<file path="src/rtl/control_pipeline_pkg.sv">
// Shared types and constants for the control pipeline: stage-register layouts,
// forward-select encodings and the forwarding comparator.
package control_pipeline_pkg;

   localparam logic [1:0] FWD_RF  = 2'b00;
   localparam logic [1:0] FWD_MEM = 2'b01;
   localparam logic [1:0] FWD_WB  = 2'b10;

   // x17 (a7) carries the ecall service number
   localparam logic [4:0] REG_A7 = 5'd17;

   typedef struct packed {
      logic       is_jal;
      logic       is_jalr;
      logic       branch;
      logic       mem_read;
      logic       mem_to_reg;
      logic       mem_write;
      logic       alu_src;
      logic       write_enable;
      logic       pc_to_reg;
      logic       is_ecall;
      logic [4:0] rd;
      logic [4:0] rs1;
      logic [4:0] rs2;
      logic       halt;
   } idex_t;

   typedef struct packed {
      logic       mem_read;
      logic       mem_write;
      logic       mem_to_reg;
      logic       write_enable;
      logic       pc_to_reg;
      logic [4:0] rd;
      logic       halt;
   } exmem_t;

   typedef struct packed {
      logic       mem_to_reg;
      logic       write_enable;
      logic       pc_to_reg;
      logic [4:0] rd;
      logic       halt;
   } memwb_t;

   function automatic logic [1:0] fwd_sel(input logic mem_we, input logic [4:0] mem_rd,
                                          input logic wb_we, input logic [4:0] wb_rd,
                                          input logic [4:0] rs);
      if (mem_we && mem_rd != 5'd0 && mem_rd == rs) return FWD_MEM;
      if (wb_we && wb_rd != 5'd0 && wb_rd == rs) return FWD_WB;
      return FWD_RF;
   endfunction

endpackage

</file>
<file path="src/rtl/control_pipeline_ctrl_stage_reg.sv">
// One pipeline stage register for control bits: async clear, and a
// synchronous bubble input that loads all-zero instead of the next bundle.
module ctrl_stage_reg #(
   parameter int DATA_W = 8
) (
   input  logic              clk,
   input  logic              reset,
   input  logic              bubble_i,
   input  logic [DATA_W-1:0] d_i,
   output logic [DATA_W-1:0] q_o
);

   logic [DATA_W-1:0] data_q;

   always_ff @(posedge clk or posedge reset) begin
      if (reset) data_q <= '0;
      else if (bubble_i) data_q <= '0;
      else data_q <= d_i;
   end

   assign q_o = data_q;

endmodule

</file>
<file path="src/rtl/control_pipeline.sv">
// Control-only ID/EX, EX/MEM, MEM/WB pipeline with load-use and ecall hazard
// detection, redirect flush, EX operand forwarding and a sticky halt flag.
module control_pipeline
   import control_pipeline_pkg::*;
(
   input  logic       clk,
   input  logic       reset,
   input  logic       id_valid,
   input  logic [4:0] id_rs1,
   input  logic [4:0] id_rs2,
   input  logic [4:0] id_rd,
   input  logic       id_use_rs1,
   input  logic       id_use_rs2,
   input  logic       id_is_jal,
   input  logic       id_is_jalr,
   input  logic       id_branch,
   input  logic       id_mem_read,
   input  logic       id_mem_to_reg,
   input  logic       id_mem_write,
   input  logic       id_alu_src,
   input  logic       id_write_enable,
   input  logic       id_pc_to_reg,
   input  logic       id_is_ecall,
   input  logic       id_ecall_halt,
   input  logic       ex_redirect,
   output logic       if_id_write,
   output logic       flush_if_id,
   output logic       ex_is_jal,
   output logic       ex_is_jalr,
   output logic       ex_branch,
   output logic       ex_mem_read,
   output logic       ex_mem_to_reg,
   output logic       ex_mem_write,
   output logic       ex_alu_src,
   output logic       ex_write_enable,
   output logic       ex_pc_to_reg,
   output logic       ex_is_ecall,
   output logic [4:0] ex_rd,
   output logic [4:0] ex_rs1,
   output logic [4:0] ex_rs2,
   output logic       mem_mem_read,
   output logic       mem_mem_write,
   output logic       mem_mem_to_reg,
   output logic       mem_write_enable,
   output logic       mem_pc_to_reg,
   output logic [4:0] mem_rd,
   output logic       wb_mem_to_reg,
   output logic       wb_write_enable,
   output logic       wb_pc_to_reg,
   output logic [4:0] wb_rd,
   output logic [1:0] forward_a,
   output logic [1:0] forward_b,
   output logic       is_halted
);

   idex_t  idex_d, idex_q;
   exmem_t exmem_d, exmem_q;
   memwb_t memwb_d, memwb_q;
   logic   halt_pend_q, halted_q;
   logic   load_use, ecall_stall, stall, idex_bubble;

   always_comb begin
      load_use = idex_q.mem_read && idex_q.rd != 5'd0 &&
                 ((id_use_rs1 && id_rs1 == idex_q.rd) || (id_use_rs2 && id_rs2 == idex_q.rd));
      // ecall reads a7 in ID, so any in-flight write to x17 must retire first
      ecall_stall = id_is_ecall &&
                    ((idex_q.write_enable && idex_q.rd == REG_A7) ||
                     (exmem_q.write_enable && exmem_q.rd == REG_A7));
      stall       = (load_use || ecall_stall) && id_valid && !ex_redirect;
      idex_bubble = stall || ex_redirect || !id_valid || halt_pend_q;
   end

   assign if_id_write = !(stall || halt_pend_q);
   assign flush_if_id = ex_redirect;

   always_comb begin
      idex_d = '{is_jal: id_is_jal, is_jalr: id_is_jalr, branch: id_branch,
                 mem_read: id_mem_read, mem_to_reg: id_mem_to_reg, mem_write: id_mem_write,
                 alu_src: id_alu_src, write_enable: id_write_enable, pc_to_reg: id_pc_to_reg,
                 is_ecall: id_is_ecall, rd: id_rd, rs1: id_rs1, rs2: id_rs2,
                 halt: id_is_ecall && id_ecall_halt};
      exmem_d = '{mem_read: idex_q.mem_read, mem_write: idex_q.mem_write,
                  mem_to_reg: idex_q.mem_to_reg, write_enable: idex_q.write_enable,
                  pc_to_reg: idex_q.pc_to_reg, rd: idex_q.rd, halt: idex_q.halt};
      memwb_d = '{mem_to_reg: exmem_q.mem_to_reg, write_enable: exmem_q.write_enable,
                  pc_to_reg: exmem_q.pc_to_reg, rd: exmem_q.rd, halt: exmem_q.halt};
   end

   ctrl_stage_reg #(.DATA_W($bits(idex_t))) u_id_ex (
      .clk(clk), .reset(reset), .bubble_i(idex_bubble), .d_i(idex_d), .q_o(idex_q));
   ctrl_stage_reg #(.DATA_W($bits(exmem_t))) u_ex_mem (
      .clk(clk), .reset(reset), .bubble_i(1'b0), .d_i(exmem_d), .q_o(exmem_q));
   ctrl_stage_reg #(.DATA_W($bits(memwb_t))) u_mem_wb (
      .clk(clk), .reset(reset), .bubble_i(1'b0), .d_i(memwb_d), .q_o(memwb_q));

   // Once a halting ecall is in EX nothing younger may enter; it drains to WB
   always_ff @(posedge clk or posedge reset) begin
      if (reset) begin
         halt_pend_q <= 1'b0;
         halted_q    <= 1'b0;
      end else begin
         if (!idex_bubble && idex_d.halt) halt_pend_q <= 1'b1;
         if (memwb_q.halt) halted_q <= 1'b1;
      end
   end

   assign is_halted = halted_q;

   assign forward_a = fwd_sel(exmem_q.write_enable, exmem_q.rd,
                              memwb_q.write_enable, memwb_q.rd, idex_q.rs1);
   assign forward_b = fwd_sel(exmem_q.write_enable, exmem_q.rd,
                              memwb_q.write_enable, memwb_q.rd, idex_q.rs2);

   assign ex_is_jal       = idex_q.is_jal;
   assign ex_is_jalr      = idex_q.is_jalr;
   assign ex_branch       = idex_q.branch;
   assign ex_mem_read     = idex_q.mem_read;
   assign ex_mem_to_reg   = idex_q.mem_to_reg;
   assign ex_mem_write    = idex_q.mem_write;
   assign ex_alu_src      = idex_q.alu_src;
   assign ex_write_enable = idex_q.write_enable;
   assign ex_pc_to_reg    = idex_q.pc_to_reg;
   assign ex_is_ecall     = idex_q.is_ecall;
   assign ex_rd           = idex_q.rd;
   assign ex_rs1          = idex_q.rs1;
   assign ex_rs2          = idex_q.rs2;

   assign mem_mem_read     = exmem_q.mem_read;
   assign mem_mem_write    = exmem_q.mem_write;
   assign mem_mem_to_reg   = exmem_q.mem_to_reg;
   assign mem_write_enable = exmem_q.write_enable;
   assign mem_pc_to_reg    = exmem_q.pc_to_reg;
   assign mem_rd           = exmem_q.rd;

   assign wb_mem_to_reg   = memwb_q.mem_to_reg;
   assign wb_write_enable = memwb_q.write_enable;
   assign wb_pc_to_reg    = memwb_q.pc_to_reg;
   assign wb_rd           = memwb_q.rd;

endmodule

</file>
<file path="config.mk">
export PLATFORM = sky130hd
export DESIGN_NAME = control_pipeline
export DESIGN_NICKNAME = d
export VERILOG_FILES = /design/src/rtl/control_pipeline_pkg.sv /design/src/rtl/control_pipeline_ctrl_stage_reg.sv /design/src/rtl/control_pipeline.sv
export SDC_FILE = /design/constraint.sdc
export NUM_CORES = 1
export LEC_CHECK = 0
export CAP_MARGIN = 0
export CORE_MARGIN = 4
export CORE_UTILIZATION = 43
export DETAILED_ROUTE_END_ITERATION = 8
export GPL_TIMING_DRIVEN = 1
export PLACE_DENSITY = 0.79
export SLEW_MARGIN = 25
export SYNTH_ARGS = -nofsm -noshare
export SYNTH_HDL_FRONTEND = slang
export SYNTH_SLANG_ARGS = --single-unit
</file>
<file path="constraint.sdc">
create_clock -name clk -period 2.3 [get_ports clk]
set_input_delay 0.46 -clock clk [delete_from_list [all_inputs] [get_ports clk]]
set_output_delay 0.46 -clock clk [all_outputs]
set_load 0.03 [all_outputs]
</file>
== Yosys cells after proc, flatten, opt, wreduce, memory -nomap -nowiden ==
Index checks and enable logic that the tools add are counted.

* Eq/ne operators: 8
* Mux-type cells: 15
* Reductions and logical operators: 31

{| class="wikitable"
|+ Operators with widths
! operator !! number
|-
| == test 5 bit || 6
|-
| two-way mux 26 bit || 1
|-
| logical AND 1 bit || 17
|-
| two-way mux 2 bit || 8
|-
| nonzero test 5 bit || 3
|-
| == test 5 bit, second input constant || 2
|-
| logical OR 1 bit || 7
|-
| two-way mux 1 bit || 6
|-
| zero test 1 bit || 4
|}

* Bits in registers: 48

== Longest topological paths before layout ==
Gate-level depths: netlist (run 1).

* Depth after elaboration: 12
* Depth in mapped cells: 6

== By module ==
A second synthesis (run 1) with hierarchy kept.

* Cells, all modules: 170
* Area, all modules: 2109.5 µm²

{| class="wikitable"
|+ Modules (own cells, without submodules)
! module !! times used !! cells an instance !! area an instance (µm²) !! sequential area each (µm²)
|-
| ctrl_stage_reg (u_id_ex) || 1 || 55 || 834.6 || 650.6
|-
| control_pipeline || 1 || 72 || 593.1 || 50.0
|-
| ctrl_stage_reg (u_ex_mem) || 1 || 24 || 396.6 || 275.3
|-
| ctrl_stage_reg (u_mem_wb) || 1 || 19 || 285.3 || 225.2
|}

== Worst setup path after synthesis (run 1) ==
No wires, ideal clock.

* Path kind: register to output
* From: register u_ex_mem.data_q[2] (netlist: u_ex_mem.q_o[2])
* To: output forward_a[1]
* Data arrival time: 2306 ps
* Data required time: 1840 ps
* Path slack: -466 ps
* Stages on the path, launching flop included: 5
* Path buffers: 0
* Cell sequence: dfrtp_1 or3_1 o31ai_1 nor4_1 nor4_1

* Longest elaborated chain between the ends: 5
* Elaborated cells on any way between the ends: 6
* Those cells by class: eq/ne (1); mux (2); reduce/logical (3)

{| class="wikitable"
|+ Ends and longest elaborated chain
! element !! RTL line !! text
|-
| start, declared || control_pipeline_ctrl_stage_reg.sv:13 || <nowiki>logic [DATA_W-1:0] data_q;</nowiki>
|-
| start signal, assigned || control_pipeline_ctrl_stage_reg.sv:18 || <nowiki>else data_q <= d_i;</nowiki>
|-
| nonzero test 5 bit || control_pipeline_pkg.sv:50 || <nowiki>if (mem_we && mem_rd != 5'd0 && mem_rd == rs) return FWD_MEM;</nowiki>
|-
| logical AND 1 bit || control_pipeline_pkg.sv:50 ||
|-
| logical AND 1 bit (*) || control_pipeline_pkg.sv:50 ||
|-
| two-way mux 1 bit (*) || control_pipeline_pkg.sv:50 ||
|-
| two-way mux 2 bit (*) || control_pipeline_pkg.sv:51 || <nowiki>if (wb_we && wb_rd != 5'd0 && wb_rd == rs) return FWD_WB;</nowiki>
|-
| end, declared || control_pipeline.sv:51 || <nowiki>output logic [1:0] forward_a,</nowiki>
|}

Mark *: on every way between the ends. The rest lies on a longest branch, timed or not.

== Final worst setup path (run 1) ==
Ends and elaborated chain as after synthesis.

==> results of run 1 <==
-- layout make-up --
type	instances	area, µm²
clock buffers	5	68.8
clock inverters	3	46.3
fillers	322	1360
inverters	1	3.75
multi-input cells	85	769
flip-flops and latches	48	1200
well taps	52	65.1
repair buffers	104	988
-- cells by family after synthesis --
logic type	Yosys count	share of synthesized area, %
AOI/OAI and AO/OA	9	4.11
xor gates and xnor gates	30	12.7
buffers and inverters	29	10.7
DFF	48	58.1
and+or+nand+nor	46	14.4
-- sequential cells by signal, indices dropped and copies added, names as in the netlist --
signal / flops
u_id_ex.q_o: 26
u_ex_mem.q_o: 11
u_mem_wb.q_o: 9
halt_pend_q: 1
is_halted: 1
-- synthesized netlist by cell type --
| master | n |
|---|---|
| nand2b_1 | 1 |
| o21ba_2 | 1 |
| and3_2 | 1 |
| a2111oi_4 | 1 |
| o22ai_1 | 2 |
| or4_1 | 3 |
| or3_1 | 2 |
| inv_1 | 1 |
| nand3_1 | 4 |
| nand4_1 | 2 |
| a21oi_1 | 1 |
| buf_4 | 26 |
| o21ai_0 | 1 |
| o31a_1 | 1 |
| xnor2_1 | 16 |
| and2_1 | 14 |
| dfrtp_1 | 48 |
| or2_2 | 1 |
| o31ai_1 | 1 |
| nand2_1 | 2 |
| a31o_2 | 1 |
| and2_2 | 12 |
| nor4_1 | 4 |
| buf_6 | 2 |
| xor2_1 | 14 |
-- per-layer routing --
metal	share of wire [%]	routed length (µm)	vias up	GRT usage [%]
li1	-	-	675	-
met1	38	1830	684	19.1
met2	53	2560	52	31.0
met3	6.2	299	7	4.51
met4	2.4	113	0	8.19
met5	0	0	-	0
-- through the flow --
step	area (µm²)	hold slack, ns	TNS [ns]	util [%]	power (mW)
final	3140	0.359	-0.328	69.8	1.99
after global routing	3140	0.366	-0.718	69.8	2.07
after CTS	3100	0.363	-0.349	68.8	2.00
after detailed placement	2910	0.347	-0.526	64.7	1.37
after global placement	2910	0.333	-0.498	64.7	1.36
after floorplan	2110	0.331	0	-	1.19
-- power groups by stage --
stage	Sequential (mW)	Combinational (mW)	Clock, mW
floorplan	0.984	0.205	0
CTS	0.927	0.436	0.640
global route	0.935	0.469	0.670
global placement	0.941	0.416	0
finish	0.927	0.442	0.621
detailed placement	0.944	0.422	0
-- worst min path at each step --
stage	from	endpoint	slack, ns	cells past startpoint
3_3_place_gp	u_id_ex.q_o[0]$_DFF_PP0_	u_ex_mem.q_o[0]$_DFF_PP0_	0.33	0
4_1_cts	u_ex_mem.q_o[0]$_DFF_PP0_	u_mem_wb.q_o[0]$_DFF_PP0_	0.36	0
6_report	u_ex_mem.q_o[0]$_DFF_PP0_	u_mem_wb.q_o[0]$_DFF_PP0_	0.36	0
2_1_floorplan	u_id_ex.q_o[0]$_DFF_PP0_	u_ex_mem.q_o[0]$_DFF_PP0_	0.33	0
3_5_place_dp	u_ex_mem.q_o[0]$_DFF_PP0_	u_mem_wb.q_o[0]$_DFF_PP0_	0.35	0
5_1_grt	u_ex_mem.q_o[0]$_DFF_PP0_	u_mem_wb.q_o[0]$_DFF_PP0_	0.37	0
-- worst register-to-register path: stages, from the launching register on --
cell	delay (ns)
dfrtp_1	0.40
or3_4	0.42
o31a_1	0.31
a2111oi_4	0.38
buf_4	0.23
and3_2	0.18
-- layout by cell type (no fill, tap or decap), drive strengths merged --
cell	n
clkdlybuf4s50	76
dfrtp	48
buf	28
and2	26
xnor2	16
xor2	14
clkbuf	5
nand3	4
nor4	4
or4	3
nand4	2
nand2	2
o22ai	2
or3	2
inv	2
o31a	1
nand2b	1
a2111oi	1
and3	1
a21oi	1
o21ba	1
o31ai	1
o21ai	1
or2	1
a31o	1
clkinvlp	1
bufinv	1
-- timing repair --
action | in CTS | in global routing
endpoints found under the setup margin | 5 | 5
resized for setup | 14 | 8
hold endpoints to repair | 0 | 0
setup buffers | 4 | 0
pin swaps | 4 | 2
==> impl_metrics.env, run 1 <==
export IMPL_rsz0062_at_grt="true"
export IMPL_die_w_um=77.4
export IMPL_rows=24
export IMPL_crit_cells=6
export IMPL_clockBufferDepth=2
export IMPL_preCtsSetupSlack_ns=-0.526
export IMPL_die_area_um2=5980
export IMPL_crit_arrival_ns=1.95
export IMPL_syn_nets=194
export IMPL_grt_pass1_wl_mm=7.96
export IMPL_antenna_found_initial=0
export IMPL_track_usage_pct=17.3
export IMPL_p_sw_mw=0.554
export IMPL_netlist_top_cells_area="dfrtp_1, buf_4, xnor2_1"
export IMPL_io_buffers=81
export IMPL_critPathTopFamily="simple AND/OR/NAND/NOR gates"
export IMPL_hp_class="register to register"
export IMPL_wl_per_cell_um=16.1
export IMPL_vias=1418
export IMPL_cpMostUsedCell="buf_6"
export IMPL_maxCapViolCount=0
export IMPL_clkTransAtPathRegs_ns=0.09
export IMPL_ctsHoldBuffers=0
export IMPL_dp_hpwl_mm=3.63
export IMPL_num_nets_final=277
export IMPL_timing_rr_start="u_id_ex.q_o[12]$_DFF_PP0_"
export IMPL_swShare_pct=27.8
export IMPL_slowest_delay_ns=0.42
export IMPL_final_max_slew_viol_count=0
export IMPL_p_int_mw=1.44
export IMPL_tightest_slew_ns=0.445
export IMPL_htree_levels=2
export IMPL_p_comb_share_pct=22.2
export IMPL_io_pin_count=82
export IMPL_p_per_area_nw_per_um2=633
export IMPL_postSynthAreaPerCell_um2=12.8
export IMPL_cpMaxStageDelayCell="or3_4"
export IMPL_netlist_area_um2=2070
export IMPL_place_congestion=0.785
export IMPL_grt_pass1_vias=1562
export IMPL_r2r_slack_ns=0.32
export IMPL_crit_required_ns=1.84
export IMPL_min_period_ns=2.41
export IMPL_yosys_cell_types_count=25
export IMPL_synth_seq_area_share_pct=58.1
export IMPL_r2r_cells=5
export IMPL_worstPathCellList="or3_4, buf_6, o31ai_4, nor4_2, nor4_4, buf_6"
export IMPL_ys_seq_elements=48
export IMPL_relSlewSlack_pct=70.1
export IMPL_grt_overflow=0
export IMPL_p_leak_nw=1.46
export IMPL_synth_top_area_share_pct=58.1
export IMPL_syn_inst=162
export IMPL_finalCritPeriodShare_pct=105
export IMPL_dp_cells=286
export IMPL_cts_buffers_inserted=5
export IMPL_drtIter0Drc=57
export IMPL_cts_sinks=48
export IMPL_via_per_inst=4.76
export IMPL_pwr_share_clk_pct=31.2
export IMPL_firstDrtPassIters=4
export IMPL_start_util_pct=45.9
export IMPL_max_clock_freq_ghz=0.415
export IMPL_endpoint="forward_a[1]"
export IMPL_worst_slack_ns=-0.112
export IMPL_clock_latency_ns=0.31
export IMPL_root_buffer="clkbuf_8"
export IMPL_crit_start="u_ex_mem.q_o[2]$_DFF_PP0_"
export IMPL_cp_num_buf_inv=2
export IMPL_wl_mm=4.81
export IMPL_area_growth_pct=52.0
export IMPL_cp_max_fo=2
export IMPL_status="finished with violations"
export IMPL_synth_top_area_cell="dfrtp_1"
export IMPL_r2r_end="u_id_ex.q_o[0]$_DFF_PP0_"
export IMPL_hold_viol=0
export IMPL_fin_skew_ns=0.00488
export IMPL_drc=0
export IMPL_die_height_um=77.4
export IMPL_cp_start_kind="register"
export IMPL_worstSetupPathType="register to primary output"
export IMPL_grt_start_max_net_pins=36
export IMPL_setup_viol_count_final=4
export IMPL_cts_tree="yes"
export IMPL_end_kind="primary output"
export IMPL_final_layout_size_suffix_gt1_share_pct=28.5
export IMPL_diodes=0
export IMPL_peakVddDrop_mv=0.501
export IMPL_yosys_warnings=0
export IMPL_power_frac_seq_pct=46.6
export IMPL_final_cells=298
export IMPL_coreArea_um2=4500
export IMPL_route_antenna_remaining_nets=0
export IMPL_violations="negative setup slack"
(Power assumes the default switching activity.)
==> inputs of run 2 (changes only) <==
--- a/config.mk
+++ b/config.mk
@@ -15,3 +15,4 @@
 export SYNTH_ARGS = -nofsm -noshare
 export SYNTH_HDL_FRONTEND = slang
 export SYNTH_SLANG_ARGS = --single-unit
+export TNS_END_PERCENT = 10
==> run 2 against run 1 <==
The run still ends with negative setup slack left. Global-route usage down 2.0 points. Clock power down 6.0%. Flip-flop and latch count unchanged. Sequential share of layout area up 0.52 points. Design area down 1.4%. Wire length down 9.9%. Non-clock buffer count down 2. Maximum frequency down 2.8%. Total power down 2.7%. Sequential power up 0.4%. Register-to-register slack better by 0.04 ns. Combinational power down 4%.
==> impl_metrics.env, run 2 (synthesis results as in run 1) <==
export IMPL_status="finished with violations"
export IMPL_violations="negative setup slack"
export IMPL_tightest_slew_ns=0.551
export IMPL_root_buffer="clkbuf_8"
export IMPL_area_growth_pct=49.9
export IMPL_crit_required_ns=1.84
export IMPL_p_comb_share_pct=21.8
export IMPL_cp_start_kind="register"
export IMPL_dp_hpwl_mm=3.50
export IMPL_via_per_inst=4.77
export IMPL_maxCapViolCount=0
export IMPL_final_max_slew_viol_count=0
export IMPL_multi_input_area_um2=736
export IMPL_peakVddDrop_mv=0.606
export IMPL_num_nets_final=275
export IMPL_clock_latency_ns=0.30
export IMPL_p_int_mw=1.43
export IMPL_relSlewSlack_pct=63.2
export IMPL_slowest_delay_ns=0.60
export IMPL_grt_overflow=0
export IMPL_finalCritPeriodShare_pct=108
export IMPL_clkTransAtPathRegs_ns=0.08
export IMPL_min_period_ns=2.48
export IMPL_p_sw_mw=0.509
export IMPL_diodes=0
export IMPL_wl_mm=4.33
export IMPL_firstDrtPassIters=4
export IMPL_fillers=337
export IMPL_antenna_found_initial=0
export IMPL_layout_commonest_cell="clkdlybuf4s50_1"
export IMPL_p_per_area_nw_per_um2=625
export IMPL_cts_buffers_inserted=5
export IMPL_hp_class="register to register"
export IMPL_preCtsSetupSlack_ns=-0.536
export IMPL_finalPower_mw=1.94
export IMPL_hold_viol=0
export IMPL_power_frac_seq_pct=48.1
export IMPL_drtIter0Drc=48
export IMPL_drc=0
export IMPL_place_congestion=0.743
export IMPL_critPathTopFamily="simple AND/OR/NAND/NOR gates"
export IMPL_max_clock_freq_ghz=0.403
export IMPL_wl_per_cell_um=14.6
export IMPL_cpMaxStageDelayCell="or4_1"
export IMPL_grt_pass1_wl_mm=7.11
export IMPL_route_antenna_remaining_nets=0
export IMPL_worstSetupPathType="register to primary output"
export IMPL_rsz0062_at_grt="true"
export IMPL_io_pin_count=82
export IMPL_end_kind="primary output"
export IMPL_grt_pass1_vias=1460
export IMPL_rows=24
export IMPL_pwr_share_clk_pct=30.1
export IMPL_io_buffers=81
export IMPL_cts_tree="yes"
export IMPL_worstPathCellList="or4_4, o21ai_0, or4_1, nor4_4, buf_6"
export IMPL_crit_arrival_ns=2.02
export IMPL_grt_start_max_net_pins=27
export IMPL_p_leak_nw=1.44
export IMPL_fin_skew_ns=0.00841
export IMPL_cp_max_fo=4
export IMPL_die_height_um=77.4
export IMPL_die_area_um2=5980
export IMPL_clockBufferDepth=2
export IMPL_swShare_pct=26.3
export IMPL_htree_levels=2
export IMPL_layout_common_cells="clkdlybuf4s50_1, dfrtp_1, buf_4, xnor2_1"
export IMPL_cts_sinks=48
export IMPL_coreArea_um2=4500
export IMPL_largest_reg_flops=26
export IMPL_cp_num_buf_inv=1
export IMPL_vias=1411
export IMPL_start_util_pct=45.9
export IMPL_ff_latch_area_um2=1200
export IMPL_die_w_um=77.4
export IMPL_setup_viol_count_final=4
export IMPL_track_usage_pct=15.3
export IMPL_final_layout_size_suffix_gt1_share_pct=25.0
export IMPL_worst_slack_ns=-0.181
## run 2: changes by cell type in the layout (fill, tap and decap cells not counted), sizes merged
cell           before  now
clkinv              0    1
clkbuf              5    6
buf                28   25
inv                 2    1
clkinvlp            1    0
clkdlybuf4s15       0    1
## run 2: layer usage
metal  global-route usage, %  part of all wire, %  up-vias
li1                        -                    -      671
met3                    4.75                  7.3        9
met2                    26.9                   54       54
met5                       0                    0        -
met1                    16.8                   37      677
met4                    7.30                  2.0        0
## run 2: worst paths after layout
path,cells past startpoint,end,slack [ns],start
setup / recovery,5,forward_a[1],-0.18,u_mem_wb.q_o[3]$_DFF_PP0_
hold / removal,0,u_ex_mem.q_o[0]$_DFF_PP0_,0.36,u_id_ex.q_o[0]$_DFF_PP0_
setup reg to reg,5,u_id_ex.q_o[0]$_DFF_PP0_,0.36,u_id_ex.q_o[12]$_DFF_PP0_
hold reg to reg,0,u_ex_mem.q_o[0]$_DFF_PP0_,0.36,u_id_ex.q_o[0]$_DFF_PP0_
max in group asynchronous,3,u_ex_mem.q_o[4]$_DFF_PP0_,1.26,reset
min in group asynchronous,2,u_mem_wb.q_o[6]$_DFF_PP0_,0.53,reset
## run 2: area by class of cell
type	instances	share of cell area (%)
Timing Repair Buffer	102	31.8
Inverter	1	0.121
Sequential cell	48	38.7
Multi-Input combinational cell	85	23.7
Clock inverter	2	1.13
Tap cell	52	2.10
Clock buffer	6	2.34
## run 2: timing repair
| action | 4_1_cts | 5_1_grt |
|---|---|---|
| resized for setup | 12 | 5 |
| hold buffers | 0 | 0 |
| pin swaps | 4 | 2 |
| endpoints found under the setup margin | 5 | 5 |
| buffers inserted | 2 | 0 |
## run 2: stage by stage
step	TNS [ns]	cell area [µm²]	util [%]	hold WS [ns]	std cells
6_report	-0.507	3100	68.8	0.360	296
5_1_grt	-0.979	3100	68.8	0.370	296
4_1_cts	-0.698	3070	68.3	0.368	296
3_5_place_dp	-0.789	2920	64.8	0.349	286
3_3_place_gp	-0.749	2920	64.8	0.333	286
2_1_floorplan	-0.0166	2110	-	0.331	162
## run 2: power groups by stage
stage	combinational [mW]	sequential (mW)	clock [mW]
floorplan	0.205	0.984	0
global placement	0.411	0.943	0
detailed placement	0.415	0.946	0
CTS	0.422	0.931	0.601
global route	0.452	0.938	0.628
finish	0.423	0.931	0.584
## run 2: worst register-to-register path, stage by stage, from the launching register on
cell and delay [ns]:
dfrtp_1 0.38, or3_1 0.43, o31a_1 0.31, a2111oi_4 0.37, buf_4 0.22, and3_2 0.18
==> inputs of run 3 (changes only) <==
--- a/config.mk
+++ b/config.mk
@@ -10,7 +10,8 @@
 export CORE_UTILIZATION = 43
 export DETAILED_ROUTE_END_ITERATION = 8
 export GPL_TIMING_DRIVEN = 1
-export PLACE_DENSITY = 0.79
+export PLACE_DENSITY = 0.81
+export SKIP_LAST_GASP = 1
 export SLEW_MARGIN = 25
 export SYNTH_ARGS = -nofsm -noshare
 export SYNTH_HDL_FRONTEND = slang
==> run 3 against run 2 <==
The run still ends with negative setup slack left. Largest cell class unchanged. Cell count up 0.34%. Highest routed layer unchanged. Via count is 0.57% lower. Worst hold slack worse by 0.0016 ns. Wire length increased by 3.0%. Utilization decreased by 0.44 points. Sequential share of layout area grew 0.25 points. Total power is 1.9% higher.
==> impl_metrics.env, run 3 (synthesis results as in run 1) <==
export IMPL_coreArea_um2=4500
export IMPL_io_buffers=81
export IMPL_p_leak_nw=1.44
export IMPL_drtIter0Drc=68
export IMPL_ff_latch_area_um2=1200
export IMPL_clockBufferDepth=2
export IMPL_worstSetupPathType="register to primary output"
export IMPL_clock_latency_ns=0.30
export IMPL_dp_cells=286
export IMPL_critPathTopFamily="simple AND/OR/NAND/NOR gates"
export IMPL_p_per_area_nw_per_um2=641
export IMPL_final_cells=297
export IMPL_slowest_delay_ns=0.40
export IMPL_via_per_inst=4.72
export IMPL_final_layout_size_suffix_gt1_share_pct=24.5
export IMPL_cp_max_fo=2
export IMPL_root_buffer="clkbuf_8"
export IMPL_vias=1403
export IMPL_clkTransAtPathRegs_ns=0.09
export IMPL_layout_common_cells="clkdlybuf4s50_1, dfrtp_1, buf_4, xnor2_1"
export IMPL_die_area_um2=5980
export IMPL_final_max_slew_viol_count=0
export IMPL_firstDrtPassIters=4
export IMPL_hold_ws_ns=0.359
export IMPL_end_kind="primary output"
export IMPL_crit_required_ns=1.84
export IMPL_hp_class="register to register"
export IMPL_start_util_pct=45.9
export IMPL_grt_start_max_net_pins=49
export IMPL_antenna_found_initial=0
export IMPL_grt_overflow=0
export IMPL_cts_buffers_inserted=5
export IMPL_dp_hpwl_mm=3.46
export IMPL_die_w_um=77.4
export IMPL_status="finished with violations"
export IMPL_largest_reg_flops=26
export IMPL_fin_skew_ns=0.00528
export IMPL_place_congestion=0.738
export IMPL_hold_viol=0
export IMPL_diodes=0
export IMPL_cpMaxStageDelayCell="or3_4"
export IMPL_area_growth_pct=48.9
export IMPL_finalCritPeriodShare_pct=108
export IMPL_min_period_ns=2.49
export IMPL_cts_tree="yes"
export IMPL_multi_input_area_um2=717
export IMPL_peakVddDrop_mv=0.445
export IMPL_track_usage_pct=16.3
export IMPL_cp_num_buf_inv=4
export IMPL_wl_per_cell_um=15.0
export IMPL_drc=0
export IMPL_wl_mm=4.46
export IMPL_grt_pass1_wl_mm=7.56
export IMPL_worst_slack_ns=-0.195
export IMPL_fillers=331
export IMPL_maxCapViolCount=0
export IMPL_violations="negative setup slack"
export IMPL_crit_arrival_ns=2.03
export IMPL_cts_sinks=48
export IMPL_worstPathCellList="or3_4, buf_6, o31ai_4, buf_4, buf_4, nor4_2, nor4_4, buf_4"
export IMPL_cpMostUsedCell="buf_4"
export IMPL_io_pin_count=82
export IMPL_cp_start_kind="register"
export IMPL_layout_commonest_cell="clkdlybuf4s50_1"
export IMPL_htree_levels=2
export IMPL_route_antenna_remaining_nets=0
export IMPL_rows=24
export IMPL_rsz0062_at_grt="true"
export IMPL_die_height_um=77.4
export IMPL_setup_viol_count_final=5
export IMPL_relSlewSlack_pct=61.5
export IMPL_grt_pass1_vias=1557
export IMPL_ctsHoldBuffers=0
export IMPL_num_nets_final=276
export IMPL_tightest_slew_ns=0.578
export IMPL_max_clock_freq_ghz=0.401
==> run 3: repair_timing <==
item / 4_1_cts / 5_1_grt
setup buffers: 2 / 1
pin swaps: 4 / 1
setup endpoints to repair: 5 / 5
resized for setup: 8 / 2
==> run 3: per-stage QoR <==
step	total power [mW]	setup WS, ns	TNS, ns	utilization [%]	instance area, µm²
after floorplan	1.19	-0.0166	-0.0166	-	2110
after global placement	1.35	-0.496	-0.711	64.5	2900
after detailed placement	1.36	-0.493	-0.716	64.5	2900
after CTS	2.00	-0.244	-0.880	68.0	3060
after global routing	2.08	-0.310	-1.38	68.4	3080
final	1.97	-0.195	-0.764	68.4	3080
==> run 3: routing by layer <==
layer / GRT usage [%] / vias to the layer above / share of wire (%)
met2: 29.4 / 46 / 53
met1: 18.7 / 679 / 39
met5: 0 / - / 0
met3: 3.59 / 7 / 5.8
met4: 6.94 / 0 / 1.9
li1: - / 671 / -
==> run 3: report_power, final <==
group          switching, mW  total, mW  internal [mW]
Sequential            0.0401      0.930          0.889
Combinational          0.206      0.416          0.211
Clock                  0.273      0.628          0.355
Total                  0.518       1.97           1.46
==> run 3: layout make-up <==
cell class,count,share of cell area [%]
Sequential cell,48,39.0
Timing Repair Buffer,103,31.6
Multi-Input combinational cell,85,23.3
Clock buffer,6,2.68
Tap cell,52,2.11
Clock inverter,2,1.26
Inverter,1,0.122
==> run 3: worst reg2reg max path: cells and delay by family (launching register included) <==
kind / cells / cell delay [ns]
flip-flops: 1 / 0.38
AND/OR/NAND/NOR: 2 / 0.60
buffers and inverters: 1 / 0.25
AO/OA/AOI/OAI: 2 / 0.74
==> run 3: path summary, 6_finish.rpt <==
kind                                            from                        end  slack (ns)  cells past startpoint
max                        u_ex_mem.q_o[4]$_DFF_PP0_               forward_a[1]       -0.19                      8
min                        u_ex_mem.q_o[0]$_DFF_PP0_  u_mem_wb.q_o[0]$_DFF_PP0_        0.36                      0
max reg2reg                u_id_ex.q_o[12]$_DFF_PP0_   u_id_ex.q_o[9]$_DFF_PP0_        0.28                      5
min reg2reg                u_ex_mem.q_o[0]$_DFF_PP0_  u_mem_wb.q_o[0]$_DFF_PP0_        0.36                      0
max in group asynchronous                      reset  u_id_ex.q_o[14]$_DFF_PP0_        1.28                      3
min in group asynchronous                      reset  u_mem_wb.q_o[8]$_DFF_PP0_        0.63                      3
